--- config.mk ---
export PLATFORM = sky130hd
export DESIGN_NAME = bcd_sevenseg_scan_flat
export DESIGN_NICKNAME = d
export VERILOG_FILES = /design/src/rtl/sevenseg_pkg.sv /design/src/rtl/bcd_sevenseg_scan_if.sv /design/src/rtl/bcd_to_7seg.sv /design/src/rtl/bcd_sevenseg_scan.sv /design/src/flat_wrapper.sv
export SDC_FILE = /design/constraint.sdc
export NUM_CORES = 1
export LEC_CHECK = 0
export CAP_MARGIN = 5
export CORE_UTILIZATION = 50
export DETAILED_ROUTE_END_ITERATION = 12
export DONT_BUFFER_PORTS = 1
export PLACE_DENSITY_LB_ADDON = 0.1
export SYNTH_ARGS = -nofsm -noshare
export SYNTH_HDL_FRONTEND = slang
export SYNTH_SLANG_ARGS = --single-unit
--- constraint.sdc ---
create_clock -name clk -period 1.9 [get_ports clk]
set_input_delay 0.475 -clock clk [delete_from_list [all_inputs] [get_ports clk]]
set_output_delay 0.475 -clock clk [all_outputs]
set_load 0.005 [all_outputs]
--- src/rtl/sevenseg_pkg.sv ---
// Shared types and active-low segment encodings for the 4-digit seven-segment scanner.
package sevenseg_pkg;

    typedef logic [3:0] bcd_t;
    typedef logic [6:0] seg_t;

    localparam int NUM_DIGITS = 4;

    // Active-low cathode patterns, seg[0]=a .. seg[6]=g
    localparam seg_t SEG_0     = 7'h40;
    localparam seg_t SEG_1     = 7'h79;
    localparam seg_t SEG_2     = 7'h24;
    localparam seg_t SEG_3     = 7'h30;
    localparam seg_t SEG_4     = 7'h19;
    localparam seg_t SEG_5     = 7'h12;
    localparam seg_t SEG_6     = 7'h02;
    localparam seg_t SEG_7     = 7'h78;
    localparam seg_t SEG_8     = 7'h00;
    localparam seg_t SEG_9     = 7'h10;
    localparam seg_t SEG_BLANK = 7'h7F;

    typedef enum logic [1:0] {
        DIG_ONES      = 2'd0,
        DIG_TENS      = 2'd1,
        DIG_HUNDREDS  = 2'd2,
        DIG_THOUSANDS = 2'd3
    } dig_e;

    function automatic logic [3:0] anode_onehot_n(input dig_e idx);
        return ~(4'b0001 << idx);
    endfunction

endpackage

--- src/rtl/bcd_sevenseg_scan_if.sv ---
// Digit-load and display bus between a BCD source and the seven-segment scanner.
interface bcd_sevenseg_scan_if;
    import sevenseg_pkg::*;

    logic       valid;
    bcd_t       thousands;
    bcd_t       hundreds;
    bcd_t       tens;
    bcd_t       ones;
    logic [3:0] dp_mask;
    logic [3:0] an;
    seg_t       seg;
    logic       dp_n;
    logic       frame_done;

    modport master (
        output valid, thousands, hundreds, tens, ones, dp_mask,
        input  an, seg, dp_n, frame_done
    );

    modport slave (
        input  valid, thousands, hundreds, tens, ones, dp_mask,
        output an, seg, dp_n, frame_done
    );

endinterface

--- src/rtl/bcd_to_7seg.sv ---
// BCD to active-low seven-segment decoder; non-decimal codes decode to blank.
module bcd_to_7seg
    import sevenseg_pkg::*;
(
    input  bcd_t bcd,
    output seg_t seg
);

    always_comb begin
        case (bcd)
            4'd0:    seg = SEG_0;
            4'd1:    seg = SEG_1;
            4'd2:    seg = SEG_2;
            4'd3:    seg = SEG_3;
            4'd4:    seg = SEG_4;
            4'd5:    seg = SEG_5;
            4'd6:    seg = SEG_6;
            4'd7:    seg = SEG_7;
            4'd8:    seg = SEG_8;
            4'd9:    seg = SEG_9;
            default: seg = SEG_BLANK;
        endcase
    end

endmodule

--- src/rtl/bcd_sevenseg_scan.sv ---
// Time-multiplexed 4-digit common-anode driver with frame-synchronous digit update,
// leading-zero blanking and decimal points.
module bcd_sevenseg_scan
    import sevenseg_pkg::*;
#(
    parameter int TICK_DIV = 100_000,
    parameter bit BLANK_LZ = 1'b1
)
(
    input  logic               clk,
    input  logic               rst_n,
    bcd_sevenseg_scan_if.slave bus
);

    localparam int               DIV_W    = (TICK_DIV > 1) ? $clog2(TICK_DIV) : 1;
    localparam logic [DIV_W-1:0] DIV_LAST = DIV_W'(TICK_DIV - 1);

    logic [DIV_W-1:0] div_reg;
    dig_e             idx_reg;
    bcd_t             pend_digit_reg   [NUM_DIGITS];
    logic [3:0]       pend_dp_reg;
    bcd_t             shadow_digit_reg [NUM_DIGITS];
    logic [3:0]       shadow_dp_reg;
    logic             wrap_d_reg;

    logic [3:0]       an_reg;
    seg_t             seg_reg;
    logic             dp_n_reg;
    logic             frame_done_reg;

    bcd_t             in_digit [NUM_DIGITS];
    logic [1:0]       idx_bits;
    logic             tick;
    logic             wrap;

    assign in_digit[0] = bus.ones;
    assign in_digit[1] = bus.tens;
    assign in_digit[2] = bus.hundreds;
    assign in_digit[3] = bus.thousands;

    assign idx_bits = idx_reg;
    assign tick     = (div_reg == DIV_LAST);
    assign wrap     = tick && (idx_reg == DIG_THOUSANDS);

    // A digit is blank when it and every more significant digit are zero
    logic [NUM_DIGITS-1:0] blank_vec;
    assign blank_vec[0] = 1'b0;

    genvar gi;
    generate
        for (gi = 1; gi < NUM_DIGITS; gi++) begin : g_blank
            if (gi == NUM_DIGITS - 1) begin : g_top
                assign blank_vec[gi] = BLANK_LZ && (shadow_digit_reg[gi] == 4'd0);
            end else begin : g_mid
                assign blank_vec[gi] = blank_vec[gi+1] && (shadow_digit_reg[gi] == 4'd0);
            end
        end
    endgenerate

    bcd_t       digit_sel;
    seg_t       seg_dec;
    seg_t       seg_next;
    logic       dp_n_next;
    logic [3:0] an_next;

    assign digit_sel = shadow_digit_reg[idx_bits];
    assign seg_next  = blank_vec[idx_bits] ? SEG_BLANK : seg_dec;
    assign dp_n_next = ~shadow_dp_reg[idx_bits];
    assign an_next   = anode_onehot_n(idx_reg);

    bcd_to_7seg u_dec (
        .bcd (digit_sel),
        .seg (seg_dec)
    );

    // Scan timing and the pending/shadow double buffer
    always_ff @(posedge clk or negedge rst_n) begin
        if (!rst_n) begin
            div_reg       <= '0;
            idx_reg       <= DIG_ONES;
            pend_dp_reg   <= '0;
            shadow_dp_reg <= '0;
            wrap_d_reg    <= 1'b0;
            for (int i = 0; i < NUM_DIGITS; i++) begin
                pend_digit_reg[i]   <= '0;
                shadow_digit_reg[i] <= '0;
            end
        end else begin
            div_reg    <= tick ? '0 : div_reg + DIV_W'(1);
            wrap_d_reg <= wrap;
            if (tick) begin
                idx_reg <= dig_e'(idx_bits + 2'd1);
            end
            if (bus.valid) begin
                pend_digit_reg <= in_digit;
                pend_dp_reg    <= bus.dp_mask;
            end
            // A load coinciding with the wrap goes straight to the display
            if (wrap) begin
                if (bus.valid) begin
                    shadow_digit_reg <= in_digit;
                    shadow_dp_reg    <= bus.dp_mask;
                end else begin
                    shadow_digit_reg <= pend_digit_reg;
                    shadow_dp_reg    <= pend_dp_reg;
                end
            end
        end
    end

    always_ff @(posedge clk or negedge rst_n) begin
        if (!rst_n) begin
            an_reg         <= 4'b1111;
            seg_reg        <= SEG_BLANK;
            dp_n_reg       <= 1'b1;
            frame_done_reg <= 1'b0;
        end else begin
            an_reg         <= an_next;
            seg_reg        <= seg_next;
            dp_n_reg       <= dp_n_next;
            frame_done_reg <= wrap_d_reg;
        end
    end

    assign bus.an         = an_reg;
    assign bus.seg        = seg_reg;
    assign bus.dp_n       = dp_n_reg;
    assign bus.frame_done = frame_done_reg;

endmodule
--- src/flat_wrapper.sv ---
// flat-port wrapper written by rule: the top's interface ports become plain ports
module bcd_sevenseg_scan_flat import sevenseg_pkg::*;
#(
    parameter int TICK_DIV = 100_000,
    parameter bit BLANK_LZ = 1'b1
)
  (clk, rst_n, bus_valid, bus_thousands, bus_hundreds, bus_tens, bus_ones, bus_dp_mask, bus_an, bus_seg, bus_dp_n, bus_frame_done);
  bcd_sevenseg_scan_if bus_i ();
  input  logic clk;
  input  logic rst_n;
  input wire logic [$bits(bus_i.valid)-1:0] bus_valid;
  input wire logic [$bits(bus_i.thousands)-1:0] bus_thousands;
  input wire logic [$bits(bus_i.hundreds)-1:0] bus_hundreds;
  input wire logic [$bits(bus_i.tens)-1:0] bus_tens;
  input wire logic [$bits(bus_i.ones)-1:0] bus_ones;
  input wire logic [$bits(bus_i.dp_mask)-1:0] bus_dp_mask;
  output wire logic [$bits(bus_i.an)-1:0] bus_an;
  output wire logic [$bits(bus_i.seg)-1:0] bus_seg;
  output wire logic [$bits(bus_i.dp_n)-1:0] bus_dp_n;
  output wire logic [$bits(bus_i.frame_done)-1:0] bus_frame_done;
  assign bus_i.valid = bus_valid;
  assign bus_i.thousands = bus_thousands;
  assign bus_i.hundreds = bus_hundreds;
  assign bus_i.tens = bus_tens;
  assign bus_i.ones = bus_ones;
  assign bus_i.dp_mask = bus_dp_mask;
  assign bus_an = bus_i.an;
  assign bus_seg = bus_i.seg;
  assign bus_dp_n = bus_i.dp_n;
  assign bus_frame_done = bus_i.frame_done;
  bcd_sevenseg_scan #(.TICK_DIV(TICK_DIV), .BLANK_LZ(BLANK_LZ)) u_core (.clk(clk), .rst_n(rst_n), .bus(bus_i));
endmodule
# --- Word level (Yosys, flattened, before mapping) ---
# Memory sizes are Yosys's and may differ from the RTL's.
# Cells that the tools add are included.
totals:
  register_bits: 73
  romBits: 112
  inputBits: 23
  out_inout_bits: 13
  word_cells: 45
  mem_count: 1
mem_list:
  columns: ["name", "depth", "word_bits", "rd", "rd_clocked_by_memory_dff", "write_ports", "line_no", "source"]
  rows:
  - ["(no name shown)", 16, 7, 1, 0, 0, "bcd_to_7seg.sv:10", "case (bcd)"]
op_classes:
  add_sub_neg: 2
  order_cmp: 2
  n_eq_ne: 2
  shift: 1
  muxes: 11
  bitwise_logic: 3
  reduce_logical: 6
op_table:
  columns: ["op", "n"]
  rows:
  - ["17-bit by 1-bit adder with 17-bit output (second input constant)", 1]
  - ["17-bit == test (second input constant)", 1]
  - ["17-bit two-way mux", 1]
  - ["16-bit two-way mux", 1]
  - ["4-bit logical NOT", 3]
  - ["4-bit two-way mux", 3]
  - ["4-bit binary-select mux with 2-bit select", 1]
  - ["7-bit two-way mux", 1]
  - ["1-bit binary-select mux with 2-bit select", 2]
  - ["4-bit inverter", 1]
  - ["1-bit by 2-bit << shifter with 4-bit output (first input constant)", 1]
  - ["3-bit greater-or-equal comparator (second input constant)", 1]
  - ["1-bit logical AND", 3]
  - ["2-bit by 3-bit less-than comparator with 1-bit output (second input constant)", 1]
  - ["2-bit inverter with 3-bit output", 1]
  - ["2-bit by 1-bit adder with 2-bit output (second input constant)", 1]
  - ["2-bit == test (second input constant)", 1]
  - ["1-bit two-way mux", 2]
  - ["1-bit inverter", 1]

# --- Depth between registers and ports, before layout ---
# Gate-level depths: netlist of the first run.
depth:
  ltp_word: 6
  depth_mapped: 7
  depth_no_buf: 6

# --- Cells and area by module ---
# From an unflattened synthesis of the first run, not the netlist that was laid out.
unflattened:
  hier_cells: 245
  hier_area_um2: 3298.2
by_module_without_submodules:
  columns: ["module", "instances", "cells_each", "area_each_um2"]
  rows:
  - ["bcd_sevenseg_scan", 1, 212, 3088.0]
  - ["bcd_to_7seg", 1, 33, 210.2]

# --- Worst setup path before layout of the first run ---
# OpenSTA, ideal clock, no wires.
synth_timing:
  path_kind: "register to register"
  start: "register u_core.idx_reg[0], in the netlist u_core.idx_bits[0]"
  end: "register u_core.seg_reg[4], in the netlist u_core.bus.seg[4]"
  setup_time_ns: 0.090
  arrival_time_ns: 1.743
  required_ns: 1.810
  path_slack_ns: 0.067
  stages_incl_launch_ff: 8
  path_buffers: 1
  path_cell_list: "dfrtp_1 -> buf_2 -> mux4_2 -> inv_1 -> ha_1 -> nor2b_1 -> a211oi_1 -> o32ai_1"
synth_between:
  elab_chain_len: 6
  elab_cells_between_ends: 8
  cone_classes: "mux: 6; bitwise: 1; memory: 1"
synth_rtl:
  columns: ["element", "line_no", "source"]
  rows:
  - ["start: declaration", "bcd_sevenseg_scan.sv:19", "dig_e idx_reg;"]
  - ["start signal: assignment", "bcd_sevenseg_scan.sv:92", "idx_reg <= dig_e'(idx_bits + 2'd1);"]
  - ["2-bit inverter with 3-bit output (not written as such)", "bcd_sevenseg_scan.sv:66", "assign digit_sel = shadow_digit_reg[idx_bits];"]
  - ["4-bit binary-select mux with 2-bit select", "bcd_sevenseg_scan.sv:66", null]
  - ["4-bit two-way mux (not written as such) (2 in series)", "bcd_sevenseg_scan.sv:66", null]
  - ["memory read 16 x 7 bit", null, null]
  - ["7-bit two-way mux (*)", "bcd_sevenseg_scan.sv:67", "assign seg_next = blank_vec[idx_bits] ? SEG_BLANK : seg_dec;"]
  - ["named net u_core.seg_next[4]", "bcd_sevenseg_scan.sv:62", "seg_t seg_next;"]
  - ["end signal: assignment", "bcd_sevenseg_scan.sv:119", "seg_reg <= seg_next;"]
  - ["end: declaration", "bcd_sevenseg_scan.sv:27", "seg_t seg_reg;"]
# The timed path passes the listed nets; every way through them passes the cells marked *. The select of a mux whose other input is x is not followed.
# A chain may end at the register's enable or synchronous reset.

# --- Worst setup path in the final report of the first run ---
layout_timing:
  start: "register u_core.idx_reg[0], in the netlist u_core.idx_bits[0]"
  end: "register u_core.shadow_dp_reg[2]"
layout_between:
  elab_chain_len: 2
layout_rtl:
  columns: ["element", "line_no", "source"]
  rows:
  - ["2-bit == test", "bcd_sevenseg_scan.sv:43", "assign wrap = tick && (idx_reg == DIG_THOUSANDS);"]
  - ["1-bit logical AND", "bcd_sevenseg_scan.sv:43", null]
  - ["end signal: assignment", "bcd_sevenseg_scan.sv:102", "shadow_dp_reg <= bus.dp_mask;"]
  - ["end signal: assignment", "bcd_sevenseg_scan.sv:105", "shadow_dp_reg <= pend_dp_reg;"]
  - ["end: declaration", "bcd_sevenseg_scan.sv:23", "logic [3:0] shadow_dp_reg;"]
# No other way between the ends.

==> flow_summary.json, run 1 <==
{
  "grt_pass1_wl_um": 9515,
  "yosysTopAreaCell": "dfrtp_1",
  "dr.pass1.iters": 4,
  "drc": 0,
  "grt.total_usage_pct": 17.56,
  "cts.path.max_buffers": 2,
  "cp_max_fo": 21,
  "violations": "hold timing",
  "grt-ovfl-total": 0,
  "place_worst_setup_slack_ps": 64.61,
  "synth_xor_area_share_pct": 3.733,
  "cp_data_arrival_time_ps": 2050,
  "fp.dieH_um": 83.05,
  "place_hpwl_um": 3663,
  "cp_top_family": "flip-flops",
  "tritoncts": "yes",
  "fmax_mhz": 546.8,
  "fin_nets": 287,
  "worst-setup-path-type": "flop to flop",
  "placed_area_sq_mm": 0.003401,
  "core_region_area_sq_mm": 0.006350,
  "synth.avg_cell_area_sq_um": 13.80,
  "first_global_vias": 2002,
  "clock_skew_ps": 9.339,
  "synth_area_leaders": "dfrtp_1, dfstp_2, mux2_4",
  "grt_max_degree": 74,
  "ys_ff_latch": 73,
  "critPathCaptureType": "flop",
  "drt-initial-drc-count": 59,
  "wl_per_cell_um": 15.87,
  "muxShareOfSynthArea_pct": 19.81,
  "place_congestion": 0.7980,
  "initial_utilization_pct": 51.72,
  "drv_cap": 0,
  "hold_path_class": "primary input to async pin",
  "required_ps": 2120,
  "vias_per_cell": 5.342,
  "portBuffers": 0,
  "yosys.area_share.simple_pct": 9.752,
  "diodes": 0,
  "fin_setup_tns_ps": 0,
  "finalCriticalPeriod_ps": 1829,
  "leakagePower_nw": 1.656,
  "cts_max_level": 3,
  "dieArea_sq_mm": 0.006897,
  "fin_hold_ws_ps": -180.0,
  "timing.final.ws_setup_ps": 71.28,
  "synthesis.nets": 271,
  "clockRootBuffer": "clkbuf_8",
  "slew_headroom_pct": 72.78,
  "rows": 29,
  "largest_register_ffs": 17,
  "period_share_pct": 96.25,
  "path_clk_slew_ps": 80,
  "drive_above_1_share_pct": 35.52,
  "synthesis.area_sq_mm": 0.003284,
  "cts_made_buffers": 9,
  "total_power_mw": 3.182,
  "stdcell_count": 336,
  "synth_top_area_share_pct": 46.48,
  "status": "finished with violations",
  "cellPowerDensity_mw_per_mm2": 871.6,
  "final_cell_area_sq_mm": 0.003651,
  "ys_seq_area_share_pct": 56.08,
  "critPathBufInv": 2,
  "rrSetupSlack_ps": 70,
  "cts_sinks": 73,
  "fp.dieW_um": 83.05,
  "synth_fa_ha_area_share_pct": 3.810,
  "dp.cells": 317,
  "cp_slowest_cell": "dfrtp_2",
  "antenna_found_initial": 0,
  "clk_latency_ps": 340,
  "setup_violations": 0,
  "synth_top_family_by_area": "multiplexers",
  "synth-compound-area-share_pct": 3.200,
  "rsz0062_at_grt": "false",
  "num_vias": 1795,
  "n_fill_cell": 531,
  "finalWirelength_um": 5331,
  "ys_warn_count": 0,
  "tightest_slew_ps": 408.2,
  "area_delta_synth_final_pct": 11.16,
  "ios": 36,
  "ys_types": 38,
  "hold_violations": 73,
  "drv_slew": 0,
  "cp-start-kind": "flop",
  "detail-route-antenna-nets": 0,
  "slowest_delay_ps": 440,
  "syn_inst": 238,
  "crit_chain": "buf_4, ha_1, inv_1, or2_4, mux2_2",
  "ir_drop_v": 0.0004603
}
==> layout make-up <==
class / instances / area [sq um] / share of cell area (%)
Clock inverter: 7 / 102.6 / 2.810
Tap cell: 77 / 96.34 / 2.639
Clock buffer: 9 / 123.9 / 3.393
Multi-Input combinational cell: 141 / 1324 / 36.26
Sequential cell: 73 / 1843 / 50.48
Inverter: 15 / 56.30 / 1.542
Timing Repair Buffer: 14 / 105.1 / 2.879
==> power breakdown <==
group	total [mW]	internal (mW)	switching, mW
clock network	1.35	0.753	0.601
registers	1.68	1.64	0.0324
logic	0.153	0.0945	0.0581
total	3.18	2.49	0.692
==> worst register-to-register path, cell delays in order, from the launching register on <==
cell,delay [ps]
dfrtp_2,440
buf_4,170
ha_1,190
inv_1,110
or2_4,410
mux2_2,390
==> placed cells by master (no fill, tap or decap), drive strengths merged, types with 3 or more instances in the layout <==
cell    Yosys  routed
clkbuf      3       9
mux4        5       5
nor2       13      13
nand2       6       6
o21ai       4       4
dfrtp      61      61
nand4       6       6
nor4        3       3
nand3       6       6
ha         10      10
a21oi       6       6
or4         3       3
dfstp      12      12
buf         6      14
xnor2       8       8
nor3        5       5
mux2       40      40
xor2        6       6
inv        15      17
==> metrics by stage <==
stage | utilization [%] | hold WS (ps)
4_1_cts | 57.12 | -198.1
3_5_place_dp | 53.56 | 180.7
6_report | 57.50 | -180.0
5_1_grt | 57.50 | -203.4
2_1_floorplan | - | 179.4
3_3_place_gp | 53.56 | 180.7
==> logic make-up (layout without fill, tap and decap cells) <==
logic type      after synthesis  after routing
xor+xnor                     14             14
flops                        73             73
mux                          47             47
compound gates               17             17
buf+inv                      24             45
fa+ha+maj                    10             10
simple gates                 53             53
==> synthesized netlist by cell type <==
cell type and n:
nand2_1 6, buf_6 3, inv_1 15, nor2_1 13
or4_1 3, buf_2 2, mux4_2 5, nor3_1 5
mux2_4 18, xor2_1 6, mux2i_1 2, dfstp_2 12
or2_4 1, and4_1 2, o21ai_0 4, a31oi_1 1
and2_1 1, o32a_1 1, nand4_2 1, nor4_1 2
nor4b_4 1, ha_1 10, o32ai_1 1, mux2_2 22
and3_1 2, o31ai_1 2, or3_1 1, a21oi_1 6
nor2b_1 2, clkbuf_1 3, a211oi_1 2, buf_4 1
nand2b_1 1, nand4_1 5, nand3_1 6, dfrtp_1 61
xnor2_1 8, nor4_4 1
==> metal layers <==
| metal | vias to the layer above | GRT usage (%) | wire, um |
|---|---|---|---|
| met4 | 0 | 8.777 | 68 |
| li1 | 866 | - | - |
| met2 | 20 | 29.43 | 2754 |
| met3 | 7 | 3.479 | 138 |
| met5 | - | 0 | 0 |
| met1 | 902 | 21.67 | 2370 |
==> worst paths after layout <==
check | from | end | cells after the start
hold / removal | rst_n | u_core.bus.frame_done | 0
setup reg to reg | u_core.idx_bits[0] | u_core.shadow_dp_reg[2] | 5
max in group asynchronous | rst_n | u_core.bus.seg[4] | 0
min in group clk | bus_ones[1] | u_core.pend_digit_reg[13] | 1
hold reg to reg | u_core.wrap_d_reg | u_core.bus.frame_done | 0
setup / recovery | u_core.idx_bits[0] | u_core.shadow_dp_reg[2] | 5
==> repair_timing <==
item | CTS | global route
hold endpoints to repair | 73 | 73
setup buffers | 0 | 3
resized for setup | 0 | 1
setup endpoints to repair | 0 | 6
Power figures use the tool's default switching activity.
==> run 2: changes to the inputs <==
Settings changed: SKIP_CTS_REPAIR_TIMING from default to 1.
==> results of run 2 <==
No change in the layout: final DEF, timing and power equal those of run 1.
==> run 3: changes to the inputs <==
Settings changed: CORE_MARGIN from default to 2.
==> flow_summary.json, run 3 (same netlist as run 1, synthesis figures left out) <==
{
  "area_delta_synth_final_pct": 9.867,
  "grt_max_degree": 74,
  "cp_data_arrival_time_ps": 2060,
  "cts_made_buffers": 9,
  "violations": "hold timing",
  "drt-initial-drc-count": 53,
  "tritoncts": "yes",
  "clockRootBuffer": "clkbuf_8",
  "ios": 36,
  "num_vias": 1819,
  "hold_path_class": "primary input to async pin",
  "path_clk_slew_ps": 80,
  "wl_per_cell_um": 16.67,
  "antenna_found_initial": 0,
  "seq_area_sq_mm": 0.001843,
  "dr.pass1.iters": 4,
  "dp.cells": 317,
  "fp.dieH_um": 85.05,
  "cellPowerDensity_mw_per_mm2": 836.4,
  "grt-ovfl-total": 0,
  "place_congestion": 0.7791,
  "fin_setup_tns_ps": 0,
  "ir_drop_v": 0.0004467,
  "diodes": 0,
  "critPathBufInv": 1,
  "dieArea_sq_mm": 0.007234,
  "crit_chain": "ha_1, and4_4, buf_4, nand2b_1, or4_1, a21oi_1",
  "total_power_mw": 3.018,
  "cts.path.max_buffers": 2,
  "portBuffers": 0,
  "status": "finished with violations",
  "fmax_mhz": 558.0,
  "fp.dieW_um": 85.05,
  "fin_nets": 286,
  "leakagePower_nw": 1.638,
  "tightest_slew_ps": 397.3,
  "place_hpwl_um": 3779,
  "grt.total_usage_pct": 17.10,
  "period_share_pct": 94.33,
  "cp_max_fo": 5,
  "hold_violations": 72,
  "largest_register_ffs": 17,
  "stdcell_count": 335,
  "worst-setup-path-type": "flop to flop",
  "multi_input_area_sq_mm": 0.001326,
  "vias_per_cell": 5.430,
  "detail-route-antenna-nets": 0,
  "initial_utilization_pct": 51.72,
  "clk_latency_ps": 340,
  "first_global_vias": 1860,
  "clock_skew_ps": 6.696,
  "cp_top_family": "simple AND/OR/NAND/NOR gates",
  "drv_cap": 0,
  "finalCriticalPeriod_ps": 1792,
  "drive_above_1_share_pct": 34.50,
  "slew_headroom_pct": 73.51,
  "layout_common_cells": "dfrtp_1, mux2_2, mux2_4, inv_1",
  "grt_pass1_wl_um": 9459,
  "setup_violations": 0,
  "critPathCaptureType": "flop",
  "rows": 29,
  "core_region_area_sq_mm": 0.006350,
  "required_ps": 2170,
  "drc": 0,
  "finalWirelength_um": 5585,
  "slowest_delay_ps": 480,
  "fin_hold_ws_ps": -180.6,
  "final_common_cell": "dfrtp_1",
  "cp-start-kind": "flop",
  "cts_max_level": 3,
  "n_fill_cell": 515,
  "rrSetupSlack_ps": 110,
  "cts_sinks": 73,
  "cp_slowest_cell": "or4_1",
  "drv_slew": 0
}
## run 3: path summary, 6_finish.rpt
| check | startpoint | end | depth (start not counted) |
|---|---|---|---|
| worst max-delay path | u_core.div_reg[0] | u_core.div_reg[16] | 6 |
| worst min-delay path | rst_n | u_core.shadow_digit_reg[10] | 0 |
| worst max register to register | u_core.div_reg[0] | u_core.div_reg[16] | 6 |
| worst min register to register | u_core.wrap_d_reg | u_core.bus.frame_done | 0 |
| max in group asynchronous | rst_n | u_core.bus.dp_n | 0 |
| min in group clk | bus_thousands[0] | u_core.pend_digit_reg[0] | 1 |
## run 3: cell type report
cell class / count / area share, %
Sequential cell: 73 / 51.07
Multi-Input combinational cell: 141 / 36.75
Clock buffer: 13 / 4.126
Timing Repair Buffer: 13 / 2.705
Tap cell: 77 / 2.670
Inverter: 15 / 1.560
Clock inverter: 3 / 1.110
## run 3: through the flow
| stage | utilization, % | setup slack [ps] | hold WS (ps) | instance area, sq um |
|---|---|---|---|---|
| floorplan | - | 67.02 | 179.4 | 3284 |
| global placement | 53.56 | 115.3 | 181.3 | 3401 |
| detailed placement | 53.56 | 75.08 | 181.6 | 3401 |
| CTS | 56.53 | 66.54 | -195.5 | 3590 |
| global route | 56.83 | -5.133 | -204.2 | 3608 |
| finish | 56.83 | 107.7 | -180.6 | 3608 |
## run 3: power breakdown
group | switching [mW] | internal [mW]
registers | 0.0333 | 1.64
clock network | 0.551 | 0.641
logic | 0.0583 | 0.0903
total | 0.643 | 2.38
## run 3: per-layer routing
| layer | routed length [um] | share of wire (%) | GRT usage (%) |
|---|---|---|---|
| met1 | 2548 | 46 | 22.74 |
| met2 | 2741 | 49 | 25.99 |
| met3 | 213 | 3.8 | 5.545 |
| met4 | 82 | 1.5 | 7.071 |
| met5 | 0 | 0 | 0 |
